### config.mk
export PLATFORM = sky130hd
export DESIGN_NAME = freq_div_ctrl
export DESIGN_NICKNAME = d
export VERILOG_FILES = /design/src/rtl/freq_div_pkg.sv /design/src/rtl/freq_div_counter.sv /design/src/rtl/freq_div_ctrl.sv
export SDC_FILE = /design/constraint.sdc
export NUM_CORES = 1
export LEC_CHECK = 0
export ABC_AREA = 1
export BUFFER_PORTS_ARGS = -buffer_cell sky130_fd_sc_hd__clkbuf_2
export CAP_MARGIN = 20
export CORE_MARGIN = 2
export CORE_UTILIZATION = 55
export CTS_CLUSTER_DIAMETER = 120
export DETAILED_ROUTE_END_ITERATION = 10
export HOLD_SLACK_MARGIN = 0.03
export PLACE_DENSITY = 0.74
export SYNTH_ARGS = -nofsm -noshare
export SYNTH_HDL_FRONTEND = slang
export SYNTH_HIERARCHICAL = 1
export SYNTH_SLANG_ARGS = --single-unit
### constraint.sdc
create_clock -name clk -period 4.3 [get_ports clk]
set_clock_uncertainty 0.05 [all_clocks]
set_input_delay 1.075 -clock clk [delete_from_list [all_inputs] [get_ports clk]]
set_output_delay 1.075 -clock clk [all_outputs]
set_load 0.02 [all_outputs]
### src/rtl/freq_div_pkg.sv
// Shared constants and FSM encoding for the clock-divider controller.
package freq_div_pkg;
  localparam int DIV_W   = 8;
  localparam int DEF_DIV = 2;
  localparam int MIN_DIV = 2;

  typedef enum logic [1:0] {
    IDLE = 2'd0,
    RUN  = 2'd1,
    PEND = 2'd2
  } state_t;
endpackage

### src/rtl/freq_div_counter.sv
// Period counter with wrap detect; tick/div_clk are registered from the next count and next ratio,
// so they always describe the count held after the same edge.
module freq_div_counter #(
  parameter int DIV_W = freq_div_pkg::DIV_W
) (
  input  logic             clk,
  input  logic             rst,
  input  logic             active,
  input  logic             active_next,
  input  logic [DIV_W-1:0] div_reg,
  input  logic [DIV_W-1:0] div_next,
  output logic             wrap,
  output logic             tick,
  output logic             div_clk
);
  localparam logic [DIV_W-1:0] ONE = DIV_W'(1);

  logic [DIV_W-1:0] cnt;
  logic [DIV_W-1:0] cnt_next;

  assign wrap = active && (cnt == div_reg - ONE);

  // Leaving IDLE, wrapping, or returning to IDLE all land on zero.
  always_comb begin
    cnt_next = '0;
    if (active && !wrap) begin
      cnt_next = cnt + ONE;
    end
  end

  always_ff @(posedge clk or posedge rst) begin
    if (rst) begin
      cnt     <= '0;
      tick    <= 1'b0;
      div_clk <= 1'b0;
    end else begin
      cnt     <= cnt_next;
      tick    <= active_next && (cnt_next == div_next - ONE);
      div_clk <= active_next && (cnt_next >= (div_next >> 1));
    end
  end
endmodule

### src/rtl/freq_div_ctrl.sv
// Programmable clock divider: FSM and ratio handshake; ratio changes and stops take effect
// only at a period boundary so div_clk never produces a short phase.
module freq_div_ctrl #(
  parameter int DIV_W   = freq_div_pkg::DIV_W,
  parameter int DEF_DIV = freq_div_pkg::DEF_DIV
) (
  input  logic             clk,
  input  logic             reset_in,
  input  logic             start,
  input  logic             stop,
  input  logic             cfg_valid,
  input  logic [DIV_W-1:0] cfg_div,
  output logic             cfg_ready,
  output logic             cfg_err,
  output logic             tick,
  output logic             div_clk,
  output logic             busy,
  output logic [1:0]       state
);
  import freq_div_pkg::*;

  state_t           state_q, state_d;
  logic [DIV_W-1:0] div_reg, div_d;
  logic [DIV_W-1:0] pend_div, pend_d;
  logic             stop_pend, stop_d;
  logic             wrap;
  logic             xfer;
  logic             legal;

  assign xfer  = cfg_valid && cfg_ready;
  assign legal = cfg_div >= DIV_W'(MIN_DIV);
  assign busy  = (state_q != IDLE);
  assign state = state_q;

  // A stopping wrap edge refuses new ratios so none is acknowledged and then lost.
  always_comb begin
    cfg_ready = 1'b0;
    case (state_q)
      IDLE:    cfg_ready = 1'b1;
      RUN:     cfg_ready = !(stop_pend && wrap);
      default: cfg_ready = 1'b0;
    endcase
  end

  always_comb begin
    state_d = state_q;
    div_d   = div_reg;
    pend_d  = pend_div;
    stop_d  = stop_pend;
    case (state_q)
      IDLE: begin
        if (xfer && legal) div_d = cfg_div;
        if (start && !stop) state_d = RUN;
      end
      RUN: begin
        if (stop) stop_d = 1'b1;
        if (stop_pend && wrap) begin
          state_d = IDLE;
          stop_d  = 1'b0;
        end else if (xfer && legal) begin
          pend_d  = cfg_div;
          state_d = PEND;
        end
      end
      PEND: begin
        if (stop) stop_d = 1'b1;
        if (wrap) begin
          div_d = pend_div;
          if (stop_pend) begin
            state_d = IDLE;
            stop_d  = 1'b0;
          end else begin
            state_d = RUN;
          end
        end
      end
      default: state_d = IDLE;
    endcase
  end

  always_ff @(posedge clk or posedge reset_in) begin
    if (reset_in) begin
      state_q   <= IDLE;
      div_reg   <= DIV_W'(DEF_DIV);
      pend_div  <= DIV_W'(DEF_DIV);
      stop_pend <= 1'b0;
      cfg_err   <= 1'b0;
    end else begin
      state_q   <= state_d;
      div_reg   <= div_d;
      pend_div  <= pend_d;
      stop_pend <= stop_d;
      cfg_err   <= xfer && !legal;
    end
  end

  freq_div_counter #(.DIV_W(DIV_W)) u_counter (
    .clk         (clk),
    .rst         (reset_in),
    .active      (state_q != IDLE),
    .active_next (state_d != IDLE),
    .div_reg     (div_reg),
    .div_next    (div_d),
    .wrap        (wrap),
    .tick        (tick),
    .div_clk     (div_clk)
  );
endmodule

==> results of run 1 <==
worst paths after layout:
kind / cells after the start / slack (ps) / endpoint
worst max-delay path: 31 / 470 / u_counter/tick
min in group asynchronous: 2 / 710 / u_counter/tick
worst min register to register: 2 / 460 / pend_div[7]
max in group asynchronous: 2 / 2870 / pend_div[0]
worst max register to register: 31 / 470 / u_counter/tick
worst min-delay path: 2 / 460 / pend_div[7]
power groups by stage:
stage,clock [mW],sequential (mW),combinational (mW)
floorplan,0,0.473,1.00
global placement,0,0.491,1.22
detailed placement,0,0.495,1.24
CTS,0.227,0.490,1.25
global route,0.238,0.503,1.46
finish,0.222,0.491,1.26
metrics by stage:
| step | worst slack (ps) | instance area [µm²] | hold WS [ps] | util | power (mW) |
|---|---|---|---|---|---|
| 2_1_floorplan | 699.4 | 2494 | 408.4 | - | 1.478 |
| 3_3_place_gp | 573.9 | 2614 | 434.0 | 0.6003 | 1.707 |
| 3_5_place_dp | 493.5 | 2614 | 451.8 | 0.6003 | 1.731 |
| 4_1_cts | 484.8 | 2696 | 467.3 | 0.6193 | 1.964 |
| 5_1_grt | 34.01 | 2704 | 487.5 | 0.6210 | 2.200 |
| 6_report | 466.0 | 2704 | 460.7 | 0.6210 | 1.969 |
Yosys cell counts:
library cell	number	area, µm²
nor2_4	1	11.26
nand3_1	31	155.2
nand3b_1	5	37.54
nand2_1	96	360.4
a21oi_4	1	16.27
o21ai_2	1	8.760
xnor2_1	3	26.28
o22ai_1	4	25.02
nor3_1	1	5.000
nand3_4	1	17.52
o21bai_1	1	7.510
a21oi_1	5	25.02
ha_1	13	162.7
nor3_2	1	10.01
inv_4	2	12.51
o21ai_1	9	45.04
nand2_8	1	20.02
nand2_4	4	45.04
inv_1	81	304.0
dfrtp_1	28	700.7
dfstp_2	2	52.55
buf_6	2	22.52
buf_8	2	30.03
nor2_1	33	123.9
o21ai_0	10	50.05
o211ai_1	1	7.510
buf_2	2	10.01
a31o_2	1	8.760
inv_2	3	11.26
nor2_2	3	18.77
nand4_1	8	50.05
nand3_2	2	20.02
nand2_2	5	31.28
xor2_1	7	61.31
worst max-delay path, delay by kind of cell, from the launching register on:
kind	cells	cell delay [ps]
compound gates	1	360
buf+inv	5	440
fa+ha+maj	2	400
flops	1	570
simple gates	22	1710
xor+xnor	1	220
what timing repair did:
| item | CTS | global route |
|---|---|---|
| setup buffers | 0 | 0 |
| endpoints found under the setup margin | 0 | 1 |
| resized for setup | 0 | 1 |
area by class of cell:
type                    instances  area, µm²  area share
inverters                      86      327.8      0.1212
clock inverters                 2      10.01    0.003702
clock buffers                   6      72.57     0.02684
well taps                      52      65.06     0.02406
repair buffers                 22      117.6     0.04350
flip-flops and latches         30      753.2      0.2786
multi-input cells             248       1358      0.5021
cells by family after synthesis:
kind of cell / Yosys count / synth area share
AOI/OAI and AO/OA: 33 / 0.07777
xor gates and xnor gates: 10 / 0.03513
adders and majority gates: 13 / 0.06523
buffers and inverters: 92 / 0.1565
DFF: 30 / 0.3021
and+or+nand+nor: 192 / 0.3633
layer usage:
layer / GRT usage / part of all wire
met1: 0.3363 / 0.47
met2: 0.3848 / 0.46
met4: 0.08595 / 0.018
met3: 0.03657 / 0.050
met5: 0 / 0
==> key figures, run 1 <==
Routing
  – Wirelength per Cell: 12.35 µm
  – Via Count: 2286
  – Final wirelength: 5.506 mm
  – Initial drt markers: 124
  – TritonRoute pass-1 iters: 5
  – Antenna Violating Nets Remaining: 0
  – Drt drc: 0
  – Vias per cell: 5.126

Clocking
  – Clock sinks: 30
  – CTS tree: done
  – Clock Latency Late Sink: 290 ps
  – CTS Hold Bufs: 0
  – Depth of the CTS H-tree: 2
  – CTS buffer count: 5
  – Clk slew on worst S/H paths: 70 ps
  – CTS max path bufs: 2
  – Root Buffer: clkbuf_8

Floorplanning
  – Die ar.: 5089 µm²
  – Initial Utilization: 0.5727
  – Die Y-Extent: 71.34 µm
  – Cell Rows: 24
  – Core ar.: 4354 µm²
  – Io pins: 20
  – Chip width: 71.34 µm

STA
  – Slew margin rel.: 0.5023
  – Endpoints failing setup: 0
  – Final hold vios: 0
  – Worst-Margin Slew: 745.8 ps
  – Clock period minus worst slack: 3834 ps
  – TNS Setup: 0 ps
  – Tcrit/Tclk final: 0.8916
  – F_max: 260.8 MHz
  – RSZ-0062 raised after global routing: false
  – Slew Limit Fails: 0

Critical path
  – Critical Path Source Type: flip-flop
  – Critical path origin: div_reg[1]
  – Type of the worst setup path: flip-flop to flip-flop
  – Critical Path Fanout Max: 11
  – R2R Path Start: div_reg[1]
  – CP most frequent cell: nand2_1
  – Critical Path AT: 4010 ps
  – Crit end category: flip-flop
  – Crit-path max cell delay: 570 ps
  – Worst EP required: 4480 ps
  – Slowest CP cell: dfstp_2

Global route
  – Gr ovfl total: 0
  – Largest net degree at the start of global routing: 21
  – Initial antenna violation count: 0
  – Vias in the first global route: 2108
  – Gr usage total: 0.2418
  – First-pass GRT wire length: 9.660 mm

Cells and area
  – P&R area growth vs syn: 8.429%
  – Fill count: 420
  – Diodes inserted: 0
  – Final net count: 419
  – Layout cells sized above 1: 0.1447
  – Most frequent cells in the layout: nand2_1, inv_1, nor2_1, nand3_1, dfrtp_1
  – Most common cell after layout, fill and taps aside: nand2_1
  – Non-Filler Instances: 446

Logic synthesis
  – Yosys cell types: 34
  – Seq/Total Area, Yosys: 0.3021
  – Mapped cell area: 2494 µm²
  – Syn Inst Count: 370
  – Warnings, synthesis: 6
  – Syn_nets: 396
  – Post-synthesis sequential element count: 30
  – Syn Area/Cell: 6.740 µm²

Power
  – Clock Power Share: 0.113
  – Int Power: 0.9357 mW
  – Max VDD drop: 0.0004097 V
  – Sequential power share: 0.250
  – Psw: 1.033 mW
  – Gate power share: 0.638
  – Power per cell area: 728.2 nW/µm²
  – Sw frac: 0.5247
  – Pleak: 1.575 nW

Placed design
  – RePlAce Congestion: 0.8459
  – Post-DP HPWL: 4.409 mm
  – PortBufs: 19
  – Placed cell count: 438

Hold path
  – HP Class: flip-flop to flip-flop
  – Hold Crit Start: pend_div[7]

Status
  – Outcome: finished clean

Flow run
  – Max_cap viols: 0
Note: power is estimated with default switching activity, not from simulation.
==> inputs of run 2 (changes only) <==
--- a/config.mk
+++ b/config.mk
@@ -8,6 +8,7 @@
 export ABC_AREA = 1
 export BUFFER_PORTS_ARGS = -buffer_cell sky130_fd_sc_hd__clkbuf_2
 export CAP_MARGIN = 20
+export CORE_ASPECT_RATIO = 1.1
 export CORE_MARGIN = 2
 export CORE_UTILIZATION = 55
 export CTS_CLUSTER_DIAMETER = 120
==> key figures, run 2 (synthesized netlist as in run 1, its figures left out) <==
Global route
  – Largest net degree at the start of global routing: 21 (unchanged)
  – Gr usage total: 0.2661 (+0.02427)
  – First-pass GRT wire length: 10.16 mm (+5.2%)
  – Vias in the first global route: 2300 (+9.1%)
  – Gr ovfl total: 0 (unchanged)
  – Initial antenna violation count: 0 (unchanged)

Placed design
  – PortBufs: 19 (unchanged)
  – RePlAce Congestion: 0.8875 (+4.9%)
  – Post-DP HPWL: 4.524 mm (+2.6%)

Flow run
  – Max_cap viols: 0 (unchanged)

Routing
  – TritonRoute pass-1 iters: 5 (unchanged)
  – Final wirelength: 5.675 mm (+3.1%)
  – Vias per cell: 5.201 (+1.5%)
  – Antenna Violating Nets Remaining: 0 (unchanged)
  – Initial drt markers: 128 (+3.2%)
  – Via Count: 2330 (+1.9%)
  – Wirelength per Cell: 12.67 µm (+2.6%)
  – Drt drc: 0 (unchanged)

Cells and area
  – Layout cells sized above 1: 0.1497 (+0.005076)
  – Diodes inserted: 0 (unchanged)
  – Most frequent cells in the layout: nand2_1, inv_1, nor2_1, nand3_1, dfrtp_1
  – Reg area: 753.2 µm² (unchanged)
  – P&R area growth vs syn: 9.383%
  – Fill count: 422 (+0.48%)
  – Most common cell after layout, fill and taps aside: nand2_1
  – Multi-input gate area: 1353 µm² (-0.37%)
  – Final net count: 419 (unchanged)
  – Util after Layout: 0.6319 (+0.01091)

Critical path
  – Crit-path max cell delay: 570 ps (about the same)
  – Type of the worst setup path: flip-flop to flip-flop
  – Crit end category: flip-flop
  – Slowest CP cell: dfstp_2
  – Worst EP required: 4460 ps (-20 ps)
  – Critical Path Source Type: flip-flop
  – Critical Path AT: 4090 ps (+80 ps)
  – Critical Path Fanout Max: 11 (unchanged)
  – CP most frequent cell: nand2_1

STA
  – Slew Limit Fails: 0 (unchanged)
  – Tcrit/Tclk final: 0.9140 (+0.02238)
  – Worst-Margin Slew: 778.8 ps (+32.98 ps)
  – Final hold vios: 0 (unchanged)
  – Slew margin rel.: 0.4803 (-0.02201)
  – Hold WS: 461.9 ps (+1.189 ps)
  – RSZ-0062 raised after global routing: false
  – Endpoints failing setup: 0 (unchanged)
  – TNS Setup: 0 ps (unchanged)
  – F_max: 254.4 MHz (-2.4%)
  – Clock period minus worst slack: 3930 ps (+96.21 ps)

Status
  – Outcome: finished clean

Floorplanning
  – Die ar.: 5089 µm² (about the same)
  – Core ar.: 4317 µm² (-0.86%)
  – Die Y-Extent: 74.62 µm (+4.6%)
  – Cell Rows: 25 (+4.2%)
  – Chip width: 68.20 µm (-4.4%)
  – Initial Utilization: 0.5777 (+0.004980)
  – Io pins: 20 (unchanged)

Clocking
  – Depth of the CTS H-tree: 2 (unchanged)
  – CTS Hold Bufs: 0 (unchanged)
  – CTS max path bufs: 2 (unchanged)
  – Clock Latency Late Sink: 290 ps (about the same)
  – CTS tree: done
  – Clk slew on worst S/H paths: 70 ps (about the same)
  – Post-CTS sizing: 0 (unchanged)
  – CTS buffer count: 5 (unchanged)
  – Root Buffer: clkbuf_8
  – Setup bufs post-CTS: 0 (unchanged)
  – Clock sinks: 30 (unchanged)

Power
  – Max VDD drop: 0.0004929 V (+20%)
  – Power per cell area: 749.2 nW/µm² (+2.9%)
  – Pleak: 1.586 nW (+0.71%)

Hold path
  – HP Class: flip-flop to flip-flop
-- run 2: critical path, delay by kind of cell (launching register included) --
kind                       cells  cell delay, ps
adders and majority gates      2             480
AOI/OAI and AO/OA              1             130
buffers and inverters          4             240
DFF                            1             570
xor gates and xnor gates       1             270
and+or+nand+nor               22            2130
-- run 2: final timing paths --
path | startpoint | to | slack [ps] | cells after the start
max in group asynchronous | reset_in | state[0] | 2850 | 2
min in group asynchronous | reset_in | u_counter/cnt[1] | 710 | 2
worst max register to register | div_reg[1] | u_counter/tick | 370 | 30
worst max-delay path | div_reg[1] | u_counter/tick | 370 | 30
worst min register to register | pend_div[4] | pend_div[4] | 460 | 2
worst min-delay path | pend_div[4] | pend_div[4] | 460 | 2
-- run 2: metrics by stage --
| stage | instances | total power [mW] | worst slack [ps] | area [µm²] |
|---|---|---|---|---|
| detailed placement | 440 | 1.743 | 404.6 | 2616 |
| global placement | 440 | 1.716 | 538.0 | 2616 |
| global route | 448 | 2.278 | 49.13 | 2728 |
| finish | 448 | 2.043 | 369.8 | 2728 |
| floorplan | 370 | 1.478 | 699.4 | 2494 |
| CTS | 448 | 2.038 | 370.2 | 2725 |
-- run 2: report_power, final --
group | internal, mW | total, mW | switching [mW]
sequential | 0.386 | 0.492 | 0.106
clock | 0.170 | 0.285 | 0.115
combinational | 0.437 | 1.27 | 0.829
-- run 2: layout make-up --
class / count / share of cell area
flip-flops and latches: 30 / 0.2761
clock buffers: 5 / 0.02523
multi-input cells: 248 / 0.4959
repair buffers: 22 / 0.04312
clock inverters: 3 / 0.01468
well taps: 54 / 0.02477
inverters: 86 / 0.1202
-- run 2: metal layers --
layer	global-route usage	wire [µm]
met5	0	0
met4	0.1044	112
met3	0.05531	307
met2	0.4369	2783
met1	0.3432	2472
==> inputs of run 3 (changes only) <==
--- a/config.mk
+++ b/config.mk
@@ -17,5 +17,4 @@
 export PLACE_DENSITY = 0.74
 export SYNTH_ARGS = -nofsm -noshare
 export SYNTH_HDL_FRONTEND = slang
-export SYNTH_HIERARCHICAL = 1
 export SYNTH_SLANG_ARGS = --single-unit
==> key figures, run 3 <==
STA
  – Tcrit/Tclk final: 0.8863 (-0.02770)
  – Endpoints failing setup: 0 (unchanged)
  – Slew margin rel.: 0.5420 (+0.06179)
  – TNS Setup: 0 ps (unchanged)
  – Worst-Margin Slew: 686.2 ps (-92.58 ps)
  – RSZ-0062 raised after global routing: false
  – Clock period minus worst slack: 3811 ps (-119.1 ps)
  – Final hold vios: 0 (unchanged)
  – Slew Limit Fails: 0 (unchanged)
  – F_max: 262.4 MHz (+3.1%)

Cells and area
  – Most common cell after layout, fill and taps aside: nand2_1
  – Final net count: 389 (-7.2%)
  – Most frequent cells in the layout: nand2_1, inv_1, nand3_1, dfrtp_1, o21ai_0
  – Diodes inserted: 0 (unchanged)
  – Layout cells sized above 1: 0.1763 (+0.02656)
  – Fill count: 385 (-8.8%)
  – P&R area growth vs syn: 9.720%

Logic synthesis
  – Commonest cells in the synthesized netlist: nand2_1, inv_1, nand3_1
  – Largest area contributor in the netlist: dfrtp_1
  – Top_reg_cell synth: dfrtp_1
  – Syn Area/Cell: 7.231 µm² (+7.3%)
  – Yosys cell types: 36 (+5.9%)
  – Post-synth EDFFs: 0 (unchanged)
  – Most common cell in the netlist: nand2_1
  – Mapped cell area: 2459 µm² (-1.4%)
  – Seq/Total Area, Yosys: 0.3064 (+0.004304)
  – Syn_nets: 367 (-7.3%)
  – Post-synthesis sequential element count: 30 (unchanged)
  – Syn Inst Count: 340 (-8.1%)
  – Area share of the largest cell type after synthesis: 0.2850 (+0.004004)
  – Top post-synthesis cells by area: dfrtp_1, nand2_1, inv_1
  – Warnings, synthesis: 0 (-6)
  – Post-synth ARST share: 1.000 (unchanged)

Routing
  – Vias per cell: 5.309 (+2.1%)
  – Wirelength per Cell: 13.41 µm (+5.9%)
  – Initial drt markers: 163 (+27%)
  – Drt drc: 0 (unchanged)
  – TritonRoute pass-1 iters: 4 (-1)
  – Final wirelength: 5.592 mm (-1.5%)
  – Via Count: 2214 (-5.0%)
  – Antenna Violating Nets Remaining: 0 (unchanged)

Power
  – Power per cell area: 780.7 nW/µm² (+4.2%)
  – Max VDD drop: 0.0004322 V (-12%)
  – Clock Power Share: 0.112 (-0.028)
  – Psw: 1.090 mW (+3.8%)
  – Gate power share: 0.657 (+0.037)
  – Int Power: 1.016 mW (+2.3%)
  – Power Total: 2.106 mW (+3.1%)
  – Pleak: 1.467 nW (-7.5%)
  – Sequential power share: 0.230 (-0.011)
  – Sw frac: 0.5173 (+0.003535)

Critical path
  – Critical Path Fanout Max: 11 (unchanged)
  – Critical Path Source Type: flip-flop
  – Type of the worst setup path: flip-flop to flip-flop
  – Crit end category: flip-flop
  – R2r setup slk: 490 ps (+120 ps)
  – R2R Path End: u_counter.div_clk
  – Worst R2R Path Depth: 21 (-30%)
  – Worst EP required: 4420 ps (-40 ps)
  – R2R Path Start: state[0]
  – Critical Path AT: 3930 ps (-160 ps)

Floorplanning
  – Io pins: 20 (unchanged)
  – Chip width: 67.75 µm (-0.66%)
  – Core ar.: 4285 µm² (-0.72%)
  – Die Y-Extent: 74.13 µm (-0.66%)
  – Initial Utilization: 0.5737 (-0.003959)
  – Die ar.: 5022 µm² (-1.3%)
  – Cell Rows: 25 (unchanged)

Placed design
  – Post-DP HPWL: 4.587 mm (+1.4%)
  – RePlAce Congestion: 0.8532 (-3.9%)
  – PortBufs: 19 (unchanged)

Clocking
  – Clk slew on worst S/H paths: 60 ps (about the same)
  – CTS Hold Bufs: 0 (unchanged)
  – CTS buffer count: 5 (unchanged)
  – Clock Latency Late Sink: 280 ps (about the same)
  – Setup bufs post-CTS: 0 (unchanged)
  – CTS max path bufs: 2 (unchanged)
  – Depth of the CTS H-tree: 2 (unchanged)
  – CTS tree: done
  – Root Buffer: clkbuf_8
  – Clock sinks: 30 (unchanged)
  – Post-CTS sizing: 0 (unchanged)

Global route
  – First-pass GRT wire length: 9.418 mm (-7.3%)
  – Gr ovfl total: 0 (unchanged)
  – Initial antenna violation count: 0 (unchanged)
  – Largest net degree at the start of global routing: 18 (-14%)
  – Vias in the first global route: 2099 (-8.7%)
  – Gr usage total: 0.2520 (-0.01415)

Status
  – Outcome: finished clean

Hold path
  – HP Class: flip-flop to flip-flop
  – Hold path depth: 2 (unchanged)
  – Hold Crit Start: pend_div[7]
  – Hold path endpoint: pend_div[7]

Flow run
  – Max_cap viols: 0 (unchanged)
==> run 3: metal layers <==
metal / global-route usage / vias to the layer above / share of wire
li1: - / 1151 / -
met1: 0.3231 / 998 / 0.45
met2: 0.4161 / 50 / 0.48
met3: 0.03631 / 15 / 0.038
met4: 0.1202 / 0 / 0.033
met5: 0 / - / 0
==> run 3: logic make-up (layout without fill, tap and decap cells) <==
group	after synthesis	in the layout	synth area share
buffers and inverters	62	85	0.09771
and+or+nand+nor	179	179	0.3730
DFF	30	30	0.3064
adders and majority gates	14	14	0.07125
xor gates and xnor gates	10	10	0.04733
AOI/OAI and AO/OA	45	45	0.1043
==> run 3: worst max-delay path by stage <==
stage	start	end	slack, ps	depth (start not counted)
final	state[0]	u_counter.div_clk	490	21
after global routing	state[0]	u_counter.div_clk	140	21
after CTS	state[0]	u_counter.div_clk	450	21
after detailed placement	cfg_div[4]	u_counter.div_clk	300	18
after global placement	cfg_div[4]	u_counter.div_clk	390	18
after floorplan	cfg_div[4]	u_counter.div_clk	800	17
==> run 3: power groups by stage <==
stage | registers, mW | clock network (mW) | logic [mW]
floorplan | 0.467 | 0 | 1.11
global placement | 0.486 | 0 | 1.35
detailed placement | 0.490 | 0 | 1.38
CTS | 0.484 | 0.241 | 1.39
global route | 0.500 | 0.256 | 1.56
finish | 0.485 | 0.237 | 1.38
==> run 3: critical path: stages (launching register included) <==
cell	delay [ps]
dfrtp_1	430
inv_1	140
ha_1	430
clkinv_1	390
nand4_4	230
nand2_4	80
nand2_4	120
nand3_4	150
nand2_2	100
nand3_2	100
nand2_4	120
inv_1	70
ha_1	290
a21boi_0	120
o21a_1	160
o21ai_0	140
nand2_1	70
a21o_1	150
a21oi_1	120
nor2_1	50
nor3_1	130
a21oi_1	50
==> run 3: final cells by class <==
| cell class | instances | area, µm² | share of cell area |
|---|---|---|---|
| inverter | 56 | 210.2 | 0.07792 |
| multi-input combinational | 248 | 1465 | 0.5431 |
| tap | 54 | 67.56 | 0.02505 |
| clock inverter | 1 | 5.005 | 0.001855 |
| clock buffer | 7 | 86.33 | 0.03200 |
| timing repair buffer | 21 | 110.1 | 0.04082 |
| sequential | 30 | 753.2 | 0.2792 |
==> run 3: through the flow <==
stage                     instance area, µm²  utilization  instances  worst slack, ps  hold slack (ps)
final                                   2698       0.6295        417            489.0            452.4
after global routing                    2698       0.6295        417            135.6            467.1
after CTS                               2698       0.6295        417            449.1            454.1
after detailed placement                2606       0.6082        409            302.9            431.9
after global placement                  2606       0.6082        409            393.0            427.9
after floorplan                         2459            -        340            804.4            403.4
